--- src/rtl/configx_psif_if.sv ---
// PS-side address/data bus of the configuration bank: shared address,
// write request with byte strobes and registered ack/error, read request with registered data.
interface configx_psif_if #(
  parameter int ADDR_WIDTH = 32,
  parameter int DATA_WIDTH = 32
);
  logic [ADDR_WIDTH-1:0]   ps_addr;
  logic                    ps_wren;
  logic [DATA_WIDTH-1:0]   ps_wdat;
  logic [DATA_WIDTH/8-1:0] ps_wstb;
  logic                    ps_wvld;
  logic                    ps_werr;
  logic                    ps_rden;
  logic [DATA_WIDTH-1:0]   ps_rdat;
  logic                    ps_rvld;

  modport master (
    output ps_addr, ps_wren, ps_wdat, ps_wstb, ps_rden,
    input  ps_wvld, ps_werr, ps_rdat, ps_rvld
  );
  modport slave (
    input  ps_addr, ps_wren, ps_wdat, ps_wstb, ps_rden,
    output ps_wvld, ps_werr, ps_rdat, ps_rvld
  );
endinterface

--- src/rtl/configx_psif.sv ---
// Writable configuration register bank: byte-strobed PS writes, per-register
// change pulses, registered write ack/error and 1-cycle registered read-back.
module configx_psif #(
  parameter int                              DATA_WIDTH       = 32,
  parameter int                              ADDR_WIDTH       = 32,
  parameter logic [ADDR_WIDTH-1:0]           BASE_ADDR        = '0,
  parameter int                              ADDR_RANGE_WIDTH = 4,
  parameter int                              NUM_REGS         = 1,
  parameter logic [NUM_REGS*DATA_WIDTH-1:0]  RST_VALUE        = '0,
  parameter logic [31:0]                     NO_REG_CODE      = 32'hcafecafe
) (
  input  logic                            clk,
  input  logic                            rst,
  configx_psif_if.slave                   ps,
  output logic [DATA_WIDTH*NUM_REGS-1:0]  odat,
  output logic [NUM_REGS-1:0]             oupd
);
  localparam int NB = DATA_WIDTH / 8;

  logic [ADDR_WIDTH-1:0] local_addr;
  logic                  win, hit;

  assign local_addr = ps.ps_addr - BASE_ADDR;
  assign win = (ps.ps_addr[ADDR_WIDTH-1:ADDR_RANGE_WIDTH] == BASE_ADDR[ADDR_WIDTH-1:ADDR_RANGE_WIDTH]);
  assign hit = win && (local_addr < ADDR_WIDTH'(NUM_REGS));

  for (genvar i = 0; i < NUM_REGS; i++) begin : g_reg
    logic                  wr;
    logic [DATA_WIDTH-1:0] reg_q, reg_d;
    logic                  upd_q;

    assign wr = ps.ps_wren && hit && (local_addr == ADDR_WIDTH'(i));

    always_comb begin
      reg_d = reg_q;
      for (int b = 0; b < NB; b++)
        if (ps.ps_wstb[b]) reg_d[b*8 +: 8] = ps.ps_wdat[b*8 +: 8];
    end

    // Pulse only on a real value change, so an idempotent rewrite is silent
    always_ff @(posedge clk) begin
      if (rst) begin
        reg_q <= RST_VALUE[DATA_WIDTH*i +: DATA_WIDTH];
        upd_q <= 1'b0;
      end else begin
        if (wr) reg_q <= reg_d;
        upd_q <= wr && (reg_d != reg_q);
      end
    end

    assign odat[DATA_WIDTH*i +: DATA_WIDTH] = reg_q;
    assign oupd[i] = upd_q;
  end

  logic [DATA_WIDTH-1:0] rd_sel, rdat_d, rdat_q;
  logic                  wvld_q, werr_q, rvld_q;

  // Read mux sees pre-write register values, so a same-cycle read+write returns old data
  always_comb begin
    rd_sel = '0;
    for (int i = 0; i < NUM_REGS; i++)
      if (local_addr == ADDR_WIDTH'(i)) rd_sel = odat[DATA_WIDTH*i +: DATA_WIDTH];
    rdat_d = '0;
    if (ps.ps_rden && win) rdat_d = hit ? rd_sel : DATA_WIDTH'(NO_REG_CODE);
  end

  always_ff @(posedge clk) begin
    if (rst) begin
      wvld_q <= 1'b0;
      werr_q <= 1'b0;
      rvld_q <= 1'b0;
      rdat_q <= '0;
    end else begin
      wvld_q <= ps.ps_wren && win;
      werr_q <= ps.ps_wren && win && !hit;
      rvld_q <= ps.ps_rden && win;
      rdat_q <= rdat_d;
    end
  end

  assign ps.ps_wvld = wvld_q;
  assign ps.ps_werr = werr_q;
  assign ps.ps_rvld = rvld_q;
  assign ps.ps_rdat = rdat_q;
endmodule
--- src/flat_wrapper.sv ---
// flat-port wrapper written by rule: the top's interface ports become plain ports
module configx_psif_flat 
#(
  parameter int                              DATA_WIDTH       = 32,
  parameter int                              ADDR_WIDTH       = 32,
  parameter logic [ADDR_WIDTH-1:0]           BASE_ADDR        = '0,
  parameter int                              ADDR_RANGE_WIDTH = 4,
  parameter int                              NUM_REGS         = 1,
  parameter logic [NUM_REGS*DATA_WIDTH-1:0]  RST_VALUE        = '0,
  parameter logic [31:0]                     NO_REG_CODE      = 32'hcafecafe
)
  (clk, rst, odat, oupd, ps_ps_addr, ps_ps_wren, ps_ps_wdat, ps_ps_wstb, ps_ps_rden, ps_ps_wvld, ps_ps_werr, ps_ps_rdat, ps_ps_rvld);
  configx_psif_if #(.ADDR_WIDTH(ADDR_WIDTH), .DATA_WIDTH(DATA_WIDTH)) ps_i ();
  input  logic clk;
  input  logic rst;
  output logic [DATA_WIDTH*NUM_REGS-1:0] odat;
  output logic [NUM_REGS-1:0] oupd;
  input wire logic [$bits(ps_i.ps_addr)-1:0] ps_ps_addr;
  input wire logic [$bits(ps_i.ps_wren)-1:0] ps_ps_wren;
  input wire logic [$bits(ps_i.ps_wdat)-1:0] ps_ps_wdat;
  input wire logic [$bits(ps_i.ps_wstb)-1:0] ps_ps_wstb;
  input wire logic [$bits(ps_i.ps_rden)-1:0] ps_ps_rden;
  output wire logic [$bits(ps_i.ps_wvld)-1:0] ps_ps_wvld;
  output wire logic [$bits(ps_i.ps_werr)-1:0] ps_ps_werr;
  output wire logic [$bits(ps_i.ps_rdat)-1:0] ps_ps_rdat;
  output wire logic [$bits(ps_i.ps_rvld)-1:0] ps_ps_rvld;
  assign ps_i.ps_addr = ps_ps_addr;
  assign ps_i.ps_wren = ps_ps_wren;
  assign ps_i.ps_wdat = ps_ps_wdat;
  assign ps_i.ps_wstb = ps_ps_wstb;
  assign ps_i.ps_rden = ps_ps_rden;
  assign ps_ps_wvld = ps_i.ps_wvld;
  assign ps_ps_werr = ps_i.ps_werr;
  assign ps_ps_rdat = ps_i.ps_rdat;
  assign ps_ps_rvld = ps_i.ps_rvld;
  configx_psif #(.DATA_WIDTH(DATA_WIDTH), .ADDR_WIDTH(ADDR_WIDTH), .BASE_ADDR(BASE_ADDR), .ADDR_RANGE_WIDTH(ADDR_RANGE_WIDTH), .NUM_REGS(NUM_REGS), .RST_VALUE(RST_VALUE), .NO_REG_CODE(NO_REG_CODE)) u_core (.clk(clk), .rst(rst), .ps(ps_i), .odat(odat), .oupd(oupd));
endmodule
--- config.mk ---
export PLATFORM = sky130hd
export DESIGN_NAME = configx_psif_flat
export DESIGN_NICKNAME = d
export VERILOG_FILES = /design/src/rtl/configx_psif_if.sv /design/src/rtl/configx_psif.sv /design/src/flat_wrapper.sv
export SDC_FILE = /design/constraint.sdc
export NUM_CORES = 1
export LEC_CHECK = 0
export ABC_CLOCK_PERIOD_IN_PS = 5900
export CAP_MARGIN = 0
export CORE_UTILIZATION = 30
export DETAILED_ROUTE_END_ITERATION = 16
export PLACE_DENSITY = 0.62
export SLEW_MARGIN = 20
export SYNTH_ARGS = -nofsm -noshare
export SYNTH_HDL_FRONTEND = slang
export SYNTH_SLANG_ARGS = --single-unit
--- constraint.sdc ---
create_clock -name clk -period 5.9 [get_ports clk]
set_input_delay 1.77 -clock clk [delete_from_list [all_inputs] [get_ports clk]]
set_output_delay 1.77 -clock clk [all_outputs]
set_load 0.02 [all_outputs]
==> impl_results.md <==
* Final-report hold violation count at 0
* Synthesized flop and latch total at 68
* Status: complete, no violations
* Num ports at 140
* Tcrit/Tclk final at 0.662
* Routed Antenna Nets at 0
* Critical-path cell list: clkdlybuf4s50_1, nor4_1, and4_1, and4_1, and3b_1, buf_4, and3_1
* Worst-margin pin slew at 857 ps
* Worst setup SP type: input pin
* CP max FO at 17
* P_int at 0.682 mW
* Switching power at 0.192 mW
* CTS Buffer Depth at 2
* Fmax at 256 MHz
* Via density at 4.72
* VDD IR max at 88.2 uV
* PortBufs at 139
* Rows at 34
* Hold Path Class: reg -> reg
* Vias in the first global route at 2453
* Post-synth ARST share at 0
* Main synth FF type: dfxtp_1
* Post-synth EDFFs at 0
* Worst relative slew slack at 0.427
* Die Footprint at 9420 um2
* Sink Count at 68
* Die Span Y at 97.0 um
* Dpl ws at 1600 ps
* Antenna Cells at 0
* 1st-pass router iterations at 4
* Final Max Tran Viols at 0
* Hold buffers post-CTS at 0
* GPL Wtd Cong at 0.737
* Post-synth cell types at 36
* Post_cts resized at 0
* Synth-to-Final Area Change at 60.6%
* Post-route setup slack at 1990 ps
* Logic gate share of total power at 0.088
* Core area at 8720 um2
* Hpwl dp at 5770 um
* Residual DRC count at 0
* RSZ-0062 raised after global routing: no
* Antenna violations before repair at 0
* GRT Util Overall at 0.167
* Slowest stage cell, crit path: and3b_1
* CTS tree: done
* Seq/Total Area, Yosys at 0.502
* WL final at 7680 um
* Leakage at 1.95 nW
* Total chip power at 0.874 mW
* Syn_nets at 334
* Layout cells sized above 1 at 0.0543
* H-Tree Level Count at 3
* Clock root cell: clkbuf_8
* Largest net degree at the start of global routing at 36
* Final min period at 3910 ps
* Sw Share at 0.220
* Post-CTS Repair Setup Buffers at 0
* Dpl cells at 498
* Synthesized area per cell at 10.3 um2
* CP most frequent cell: and4_1
* Initial DRC count at 41
* DP Area at 4180 um2
* Clock transition at the registers of the reported paths at 70 ps
* Pwr dens at 201 nW/um2
* Post-Syn Area at 2710 um2
* Starting Density at 0.311
* Synth warn at 0
* Seq pwr share at 0.525
* Nets@finish at 473
* Clock skew at 11.8 ps
* Critical Path AT at 4190 ps
* Clock share of power at 0.387
* CTS buffer count at 9
* Remaining global-route overflow at 0
* Mapped Cells at 262
* Max cap viols at 0
* Total Neg Setup Slack at 0 ps
* Total number of vias at 2419
* Critical Path Max Stage Delay at 560 ps
* First-pass GRT wire length at 12400 um
* CP required at 6180 ps
* CP Capture Type: register
* Worst-skew pair later-pin latency at 340 ps
* Final Non-Filler Cells at 513
* Design Area, Final at 4350 um2
* Worst Path Class, Setup: in -> reg
* Setup Viol. Count Final at 0
* Die Width at 97.0 um
* Wirelength per Cell at 15.0 um
layout make-up:
| cell class | instances | area, um2 |
|---|---|---|
| clock buffer | 13 | 159 |
| inverter | 17 | 63.8 |
| tap | 108 | 135 |
| clock inverter | 2 | 10.0 |
| multi-input combinational | 163 | 1210 |
| sequential | 68 | 1360 |
| fill | 799 | 4370 |
| timing repair buffer | 142 | 1410 |
registers in the layout (all words and copies together), names as in the netlist:
name               flops
u_core.ps.ps_werr      1
u_core.ps.ps_wvld      1
u_core.oupd            1
u_core.odat           32
u_core.ps.ps_rvld      1
u_core.ps.ps_rdat     32
Yosys cell counts (3+ instances only):
master | n | area [um2]
nand4_2 | 4 | 50.1
buf_4 | 6 | 45.0
mux2i_1 | 32 | 320
nor2_1 | 33 | 124
xnor2_1 | 5 | 43.8
a22o_1 | 5 | 43.8
o21a_1 | 23 | 173
nor4_1 | 8 | 50.1
inv_1 | 17 | 63.8
o221ai_1 | 3 | 26.3
o41ai_1 | 3 | 26.3
dfxtp_1 | 68 | 1360
and3_1 | 9 | 56.3
xor2_1 | 11 | 96.3
clkbuf_1 | 6 | 22.5
nand2b_1 | 3 | 18.8
power by group through the flow:
stage                     sequential [mW]  combinational (mW)  clock (mW)
after global placement              0.469              0.0779           0
after detailed placement            0.469              0.0779           0
after global routing                0.458              0.0827       0.368
after floorplan                     0.469              0.0177           0
final                               0.459              0.0774       0.338
after CTS                           0.459              0.0784       0.348
critical path, delay by kind of cell:
kind / cells / cell delay (ps)
buffers and inverters: 2 / 750
AND/OR/NAND/NOR: 5 / 1660
stage by stage:
step                      utilization  hold WS, ps
after floorplan                     -          582
after global placement          0.480          513
after detailed placement        0.480          516
after CTS                       0.499          514
after global routing            0.499          541
final                           0.499          514
cell families (layout without fill, tap and decap cells):
group | count (synthesis) | count (layout) | synth area share
mux | 32 | 32 | 0.118
simple gates | 70 | 70 | 0.145
xor+xnor | 16 | 16 | 0.0517
compound gates | 45 | 45 | 0.132
buf+inv | 31 | 174 | 0.0517
flops | 68 | 68 | 0.502
placed cells by master (no fill, tap or decap), drive strengths merged, types with 2 or more instances in the layout:
master,Yosys,layout
xnor2,5,5
buf,8,3
a222oi,2,2
and4,3,3
o21a,23,23
and3,10,10
clkinv,0,2
nand2,2,2
clkbuf,6,13
o22ai,2,2
o221ai,3,3
a22o,5,5
xor2,11,11
clkdlybuf4s50,0,139
nand2b,3,3
o21ai,2,2
mux2i,32,32
nand4,6,6
nor4,8,8
nor2,33,33
o41ai,3,3
inv,17,17
dfxtp,68,68
worst paths after layout:
check                          startpoint                          endpoint  slack, ps  cells after the start
min reg2reg  u_core.odat[10]$_SDFFE_PP0P_  u_core.ps.ps_rdat[10]$_SDFF_PP0_        510                      1
min          u_core.odat[10]$_SDFFE_PP0P_  u_core.ps.ps_rdat[10]$_SDFF_PP0_        510                      1
max                        ps_ps_addr[14]  u_core.ps.ps_rdat[26]$_SDFF_PP0_       1990                      7
max reg2reg  u_core.odat[17]$_SDFFE_PP0P_            u_core.oupd$_SDFF_PP0_       4230                      5
per-layer routing:
metal	routed length, um	vias to the layer above	GRT usage
met4	76	0	0.0379
met2	3680	96	0.290
met5	0	-	0
li1	-	1200	-
met3	596	8	0.0650
met1	3320	1115	0.192
Note: power is estimated with default switching activity, not from simulation.
